[src/rtl/fifo_pkg.sv]
// rtl/fifo_pkg.sv - shared async FIFO constants and Gray code helpers
package fifo_pkg;

    localparam int N_DEF = 4;
    localparam int DEPTH_DEF = 2 ** N_DEF;

    // Widest pointer supported by the helpers; narrower pointers are zero-extended.
    localparam int PTR_MAX_W = 32;

    function automatic logic [PTR_MAX_W-1:0] bin2gray(input logic [PTR_MAX_W-1:0] b);
        return b ^ (b >> 1);
    endfunction

    function automatic logic [PTR_MAX_W-1:0] gray2bin(input logic [PTR_MAX_W-1:0] g);
        logic [PTR_MAX_W-1:0] b;
        b[PTR_MAX_W-1] = g[PTR_MAX_W-1];
        for (int i = PTR_MAX_W - 2; i >= 0; i--) begin
            b[i] = b[i+1] ^ g[i];
        end
        return b;
    endfunction

endpackage

[src/rtl/gray2bin.sv]
// rtl/gray2bin.sv - combinational Gray-to-binary converter, shared by both FIFO pointer blocks
module gray2bin #(
    parameter int W = fifo_pkg::N_DEF + 1
) (
    input  logic [W-1:0] gray,
    output logic [W-1:0] bin
);

    // Each binary bit is the XOR of all Gray bits at or above it.
    for (genvar i = 0; i < W; i++) begin : g_bit
        assign bin[i] = ^gray[W-1:i];
    end

endmodule

[src/rtl/wptr_full_level.sv]
// rtl/wptr_full_level.sv - async FIFO write-side pointers, full/almost-full, level and overflow
module wptr_full_level
    import fifo_pkg::*;
#(
    parameter int N         = N_DEF,
    parameter int AF_THRESH = 14
) (
    input  logic         wclk,
    input  logic         wrst,
    input  logic         winc,
    input  logic [N:0]   wq2_rptr,
    input  logic         wovf_clr,
    output logic [N-1:0] waddr,
    output logic [N:0]   wptr,
    output logic         wfull,
    output logic         walmost_full,
    output logic [N:0]   wlevel,
    output logic         wovf
);

    logic [N:0] bin;
    logic [N:0] bnext;
    logic [N:0] gnext;
    logic [N:0] rbin;
    logic [N:0] level_w;
    logic       wr_ok;
    logic       full_w;
    logic       af_w;

    gray2bin #(.W(N + 1)) u_rptr_bin (
        .gray (wq2_rptr),
        .bin  (rbin)
    );

    assign wr_ok   = winc & ~wfull;
    assign bnext   = bin + {{N{1'b0}}, wr_ok};
    assign gnext   = (bnext >> 1) ^ bnext;
    // Full when the write pointer is exactly one lap ahead of the read pointer.
    assign full_w  = (gnext == {~wq2_rptr[N:N-1], wq2_rptr[N-2:0]});
    assign level_w = bnext - rbin;
    assign af_w    = 32'(level_w) >= AF_THRESH;
    assign waddr   = bin[N-1:0];

    always_ff @(posedge wclk or posedge wrst) begin
        if (wrst) begin
            bin          <= '0;
            wptr         <= '0;
            wfull        <= 1'b0;
            wlevel       <= '0;
            walmost_full <= 1'b0;
        end else begin
            bin          <= bnext;
            wptr         <= gnext;
            wfull        <= full_w;
            wlevel       <= level_w;
            walmost_full <= af_w;
        end
    end

    // A rejected write in the same cycle as a clear still leaves the flag set.
    always_ff @(posedge wclk or posedge wrst) begin
        if (wrst) begin
            wovf <= 1'b0;
        end else if (winc && wfull) begin
            wovf <= 1'b1;
        end else if (wovf_clr) begin
            wovf <= 1'b0;
        end
    end

endmodule

[config.mk]
export PLATFORM = sky130hd
export DESIGN_NAME = wptr_full_level
export DESIGN_NICKNAME = d
export VERILOG_FILES = /design/src/rtl/fifo_pkg.sv /design/src/rtl/gray2bin.sv /design/src/rtl/wptr_full_level.sv
export SDC_FILE = /design/constraint.sdc
export NUM_CORES = 1
export LEC_CHECK = 0
export ABC_CLOCK_PERIOD_IN_PS = 2900
export BUFFER_PORTS_ARGS = -buffer_cell sky130_fd_sc_hd__buf_2
export CAP_MARGIN = 20
export CELL_PAD_IN_SITES_DETAIL_PLACEMENT = 1
export CELL_PAD_IN_SITES_GLOBAL_PLACEMENT = 1
export CORE_UTILIZATION = 30
export DETAILED_ROUTE_END_ITERATION = 12
export HOLD_SLACK_MARGIN = 0.15
export PLACE_DENSITY_LB_ADDON = 0.1
export SLEW_MARGIN = 25
export SYNTH_ARGS = -nofsm -noshare
export SYNTH_HDL_FRONTEND = slang
export SYNTH_HIERARCHICAL = 1
export SYNTH_SLANG_ARGS = --single-unit
export TNS_END_PERCENT = 100
[constraint.sdc]
create_clock -name wclk -period 2.9 [get_ports wclk]
set_input_delay 0.29 -clock wclk [delete_from_list [all_inputs] [get_ports wclk]]
set_output_delay 0.29 -clock wclk [all_outputs]
set_load 0.02 [all_outputs]
==> run metrics, run 1 <==
Placed Area 1260 um^2; core area 3420 um^2; Crit. End Element register; post-route minimum period 2370 ps; global-route wire length before repair 3.97 mm; dpl hpwl 1.68 mm; CTS tree yes; dominant cell type by area after synthesis dfrtp_1; Post-CTS Setup Repair Bufs 0; # nets final 144; post-CTS sizing 0; Cell Rows 21; Clock Skews 6.47 ps; TNS Setup 0 ps; placed cells 168; sequential share of power 0.269; vias per cell 4.34; Worst Min Path Start wovf_clr; Power per Cell Area 1320 nW/um^2; Fmax 421 MHz; RR Endpoint walmost_full$_DFF_PP0_; Initial DRC Count 2; Hold Crit Endpoint wovf$_DFFE_PP0P_; Die X 62.4 um; Slew Viols, Final 0; Tot Pwr 1.71 mW; Lkg Pwr 0.636 nW; Post-synth top cells 17 x dfrtp_1, 16 x inv_1, 16 x xnor2_1, 6 x ha_1, 5 x xor2_1; ANT cells 0; largest net degree at the start of global routing 18; synthesized flop and latch total 17; CP Max Fanout 6; outcome finished clean; switching power 790 uW; Worst Max-Slew Pin Slew 678 ps; top cell type's share of synthesized area 0.389; yosys warns 6; Setup Crit Path Kind register to register; Mapped Nets 115; H-tree depth 1; number of flops mapped to enable cells by yosys 0; worst-skew pair later-pin latency 290 ps; sequential element share of the synthesized area 0.389; largest cells by area after synthesis dfrtp_1 39%, xnor2_1 13%, ha_1 6.9%; CTS sink count 17; # DRC 0; Cell Chain, Critical Path nor2b_1 -> ha_1 -> ha_1 -> xnor2_2 -> inv_1 -> ha_1 -> a21o_1 -> a21oi_1 -> xnor2_1 -> a31o_2; Buffers on Ports 25; sw frac 0.462; reg-to-reg startpoint wfull$_DFF_PP0_; die area 3890 um^2; top_reg_cell synth dfrtp_1; GPL Wtd Cong 0.697; Crit path arrival time 2570 ps; Vias 750; Crit path required time 3090 ps; top-count cell post-synth dfrtp_1; hold depth 2; cell count after synthesis 99; r2r worst-path depth 10; number of routed nets with antenna violations 0; Starting Density 0.320; Logic pwr share 0.656; final wirelength 2.12 mm; Netlist cell types 34; Clock Pin Slew Worst Setup and Hold Paths 110 ps; Rel. slew slack 0.547; Overall Global Routing Usage 0.130; Final Setup Violations 0; worst vdd ir 0.000457 V; GR Overflow Total 0; Final Hold Vio Count 0; CP Launch Type register; antenna violations before repair 0; vias in the first global route 811; Post-Syn Area 1090 um^2; Reg2Reg Setup Slack 530 ps; fin crit share 0.818; Pint 919 uW; Die H 62.4 um; Synth Area per Inst 11.0 um^2; crit-path max cell delay 390 ps; critical path's slowest cell dfrtp_1; layout cells sized above 1 0.323; CTS Hold Bufs 1; TritonCTS buffer count 3; DRT Pass-1 Iters 2; Layout area overhead 18.6%; Clock Path Buffers 2; Final Instance Area 1300 um^2; IO Count 26; HP Class primary input to register; Clk pwr share 0.075; Most Frequent Cell on Critical Path ha_1; CTS Root Cell clkbuf_4; asr flop ratio synth 1.00; drt wl/cell 12.3 um; max-cap viol count 0; RSZ-0062 raised after global routing false; non-filler instance count after layout 173
[per-layer routing]
metal | GRT usage | share of wire
met5 | 0 | 0
met4 | 0.0523 | 0.0061
met3 | 0.0237 | 0.037
met2 | 0.190 | 0.46
met1 | 0.189 | 0.50
[how the worst max path moves through the flow]
stage / start / end / slack (ps)
final: wfull$_DFF_PP0_ / walmost_full$_DFF_PP0_ / 530
after CTS: wfull$_DFF_PP0_ / walmost_full$_DFF_PP0_ / 510
after floorplan: wfull$_DFF_PP0_ / walmost_full$_DFF_PP0_ / 480
after detailed placement: winc / walmost_full$_DFF_PP0_ / 430
after global routing: wfull$_DFF_PP0_ / walmost_full$_DFF_PP0_ / 340
after global placement: winc / walmost_full$_DFF_PP0_ / 470
[flip-flops by register name, indices dropped and copies added (netlist names)]
| name | flops |
|---|---|
| bin | 5 |
| walmost_full | 1 |
| wfull | 1 |
| wlevel | 5 |
| wovf | 1 |
| wptr | 4 |
[power groups by stage]
stage               sequential, mW  combinational, mW  clock (mW)
floorplan                    0.579              0.759           0
global placement             0.464               1.13           0
detailed placement           0.469               1.14           0
CTS                          0.463               1.15       0.143
global route                 0.482               1.26       0.156
finish                       0.460               1.12       0.129
[cells in the final DEF, fill, tap and decap left out, types with 3 or more instances in the layout]
cell type  netlist  routed
buf_2            1      25
buf_4            2       4
nand2_1          3       3
xor2_1           5       5
dfrtp_1         17      17
clkbuf_4         0       3
inv_1           16      16
ha_1             6       6
xnor2_1         16      16
[worst max-delay path, delay by kind of cell (launching register included)]
kind,cells,cell delay [ps]
buffers and inverters,1,90
AND/OR/NAND/NOR,1,60
adder cells (fa/ha/maj),3,770
AO/OA/AOI/OAI,3,560
XOR/XNOR,2,420
flip-flops,1,390
[layout make-up]
| class | count | area (um^2) |
|---|---|---|
| fillers | 413 | 2120 |
| multi-input cells | 60 | 562 |
| repair buffers | 30 | 165 |
| clock inverters | 1 | 5.00 |
| clock buffers | 3 | 22.5 |
| well taps | 46 | 57.6 |
| inverters | 16 | 60.1 |
| flip-flops and latches | 17 | 425 |
[through the flow]
stage                      util  setup slack, ps  hold slack (ps)
after floorplan               -              478              216
final                     0.380              527              186
after global routing      0.380              338              176
after CTS                 0.380              512              169
after detailed placement  0.369              429              433
after global placement    0.369              469              418
[logic make-up (layout without fill, tap and decap cells)]
kind of cell	count (synthesis)	count (layout)	share of synthesized area
AO/OA/AOI/OAI	16	16	0.111
XOR/XNOR	25	25	0.244
adder cells (fa/ha/maj)	7	7	0.0870
buffers and inverters	22	50	0.0972
flip-flops	17	17	0.389
multiplexers	1	1	0.00915
AND/OR/NAND/NOR	11	11	0.0629
Power figures use the tool's default switching activity.
==> run 2: changes to the inputs <==
ABC_CLOCK_PERIOD_IN_PS = 2310   (was 2900)
clock period = 2.31 ns   (was 2.9 ns; I/O delays follow)
==> run 2 against run 1 <==
Net effect: final cell count is 5.2% higher; worst setup slack worse by 430 ps; sequential share of layout area is 2.1 points lower; critical path depth stayed put; die area stayed put; total power is 37% higher; combinational power is 44% higher; wire length is 5.8% higher; core utilization is 2.9 points higher; sequential power is 25% higher; critical endpoint unchanged; first-iteration DRC count grew to 4.0 times the previous value.
==> run metrics, run 2 (synthesized netlist as in run 1, its figures left out) <==
Final Instance Area 1400 um^2 (was 1300 um^2); switching power 1.05 mW (was 790 uW); vias per cell 4.21 (was 4.34); Crit path required time 2500 ps (was 3090 ps); Die X 62.4 um (unchanged); leading registers by flop count bin: 5 flops, wlevel: 5 flops, wptr: 4 flops (unchanged); Overall Global Routing Usage 0.132 (was 0.130); die area 3890 um^2 (unchanged); Crit. End Element register (unchanged); non-filler instance count after layout 182 (was 173); H-tree depth 1 (unchanged); # nets final 153 (was 144); ANT cells 0 (unchanged); RSZ-0062 raised after global routing false (unchanged); # DRC 0 (unchanged); GPL Wtd Cong 0.682 (was 0.697); Setup Crit Path Kind register to register (unchanged); TritonCTS buffer count 3 (unchanged); Starting Density 0.320 (unchanged); Fmax 452 MHz (was 421 MHz); commonest cells after routing, fill and taps aside 25 x buf_2, 16 x inv_1, 16 x xnor2_1 (was 25 x buf_2, 17 x dfrtp_1, 16 x inv_1, 16 x xnor2_1, 6 x ha_1); Setup WS pre-CTS -7.94 ps (was 429 ps); TNS Setup 0 ps (unchanged); Final Hold Vio Count 0 (unchanged); sequential share of power 0.245 (was 0.269); Power per Cell Area 1680 nW/um^2 (was 1320 nW/um^2); HP Class primary input to register (unchanged); Clock Path Buffers 2 (unchanged); Lkg Pwr 0.676 nW (was 0.636 nW); core area 3420 um^2 (unchanged); Crit path arrival time 2400 ps (was 2570 ps); Buffers on Ports 25 (unchanged); Logic pwr share 0.687 (was 0.656); placed cells 176 (was 168); CP Max Fanout 3 (was 6); outcome finished clean (unchanged); critical path's slowest cell dfrtp_2 (was dfrtp_1); Cell Chain, Critical Path nor2b_1 -> ha_2 -> ha_4 -> xnor2_4 -> inv_1 -> ha_1 -> a21o_1 -> a21oi_1 -> xnor2_1 -> a31o_2 (was nor2b_1 -> ha_1 -> ha_1 -> xnor2_2 -> inv_1 -> ha_1 -> a21o_1 -> a21oi_1 -> xnor2_1 -> a31o_2); post-route minimum period 2210 ps (was 2370 ps); most common cell after layout, fill and taps aside buf_2 (unchanged); Cell Rows 21 (unchanged); CTS tree yes (unchanged); drt wl/cell 12.4 um (was 12.3 um); global-route wire length before repair 3.99 mm (was 3.97 mm); antenna violations before repair 0 (unchanged); CTS sink count 17 (unchanged); GR Overflow Total 0 (unchanged); Post-CTS Setup Repair Bufs 0 (unchanged); Clock Skews 5.04 ps (was 6.47 ps); fin crit share 0.957 (was 0.818); Final Setup Violations 0 (unchanged); worst vdd ir 0.000688 V (was 0.000457 V); Initial DRC Count 8 (was 2); CTS Root Cell clkbuf_4 (unchanged); vias in the first global route 874 (was 811); DRT Pass-1 Iters 2 (unchanged); Die H 62.4 um (unchanged); Clk pwr share 0.068 (was 0.075); CP Launch Type register (unchanged); dpl hpwl 1.84 mm (was 1.68 mm); Rel. slew slack 0.561 (was 0.547); IO Count 26 (unchanged); sw frac 0.448 (was 0.462); final wirelength 2.25 mm (was 2.12 mm); Filler cells 415 (was 413); Clock Pin Slew Worst Setup and Hold Paths 100 ps (was 110 ps); layout cells sized above 1 0.390 (was 0.323); max-cap viol count 0 (unchanged); Tot Pwr 2.35 mW (was 1.71 mW); Pint 1.29 mW (was 919 uW); Placed Area 1330 um^2 (was 1260 um^2); Layout area overhead 27.7% (was 18.6%); Worst Max-Slew Pin Slew 658 ps (was 678 ps); largest net degree at the start of global routing 18 (unchanged); Slew Viols, Final 0 (unchanged); Vias 766 (was 750); crit-path max cell delay 420 ps (was 390 ps); worst-skew pair later-pin latency 290 ps (about the same); number of routed nets with antenna violations 0 (unchanged); final setup margin 99.7 ps (was 527 ps)
==> run 2: cell count changes in the layout (fill, tap and decap cells not counted), sizes merged <==
cell         previous run  this run
dlygate4sd3             1         2
buf                    29        37
==> run 2: repair_timing <==
item | 4_1_cts | 5_1_grt
hold buffers | 2 | 0
endpoints found under the hold margin | 18 | 0
resized for setup | 1 | 2
gates cloned | 0 | 0
endpoints found under the setup margin | 1 | 3
==> run 2: power groups by stage <==
stage                     Sequential (mW)  Combinational (mW)  Clock, mW
after floorplan                     0.730               0.981          0
after global placement              0.571                1.59          0
after detailed placement            0.578                1.61          0
after CTS                           0.573                1.62      0.173
after global routing                0.599                1.78      0.183
final                               0.576                1.61      0.159
==> run 2: critical path: cells and delay by family, from the launching register on <==
kind,cells,cell delay (ps)
DFF,1,420
and+or+nand+nor,1,120
AOI/OAI and AO/OA,3,550
buffers and inverters,1,60
adders and majority gates,3,720
xor gates and xnor gates,2,220
==> run 2: path summary, 6_finish.rpt <==
| path | depth (start not counted) | to | start | slack (ps) |
|---|---|---|---|---|
| min in group asynchronous | 3 | wptr[1]$_DFF_PP0_ | wrst | 560 |
| max reg2reg | 10 | walmost_full$_DFF_PP0_ | wfull$_DFF_PP0_ | 100 |
| max | 10 | walmost_full$_DFF_PP0_ | wfull$_DFF_PP0_ | 100 |
| min reg2reg | 2 | wovf$_DFFE_PP0P_ | wfull$_DFF_PP0_ | 530 |
| min | 3 | wovf$_DFFE_PP0P_ | winc | 170 |
| max in group asynchronous | 3 | wfull$_DFF_PP0_ | wrst | 1290 |
==> run 2: through the flow <==
stage,utilization,hold WS [ps]
after global placement,0.390,352
after global routing,0.409,188
after CTS,0.405,170
after detailed placement,0.390,359
after floorplan,-,157
final,0.409,172
==> run 2: area by class of cell <==
class	instances	area [um^2]	area share
Inverter	16	60.1	0.0430
Multi-Input combinational cell	60	588	0.421
Clock buffer	3	22.5	0.0161
Tap cell	46	57.6	0.0412
Timing Repair Buffer	39	235	0.168
Sequential cell	17	428	0.306
Clock inverter	1	5.00	0.00358
==> run 2: layer usage <==
| metal | vias up | routed length, um | global-route usage |
|---|---|---|---|
| met1 | 355 | 1060 | 0.161 |
| met2 | 20 | 1080 | 0.234 |
| met3 | 2 | 92 | 0.0347 |
| li1 | 389 | - | - |
| met4 | 0 | 13 | 0.0262 |
| met5 | - | 0 | 0 |
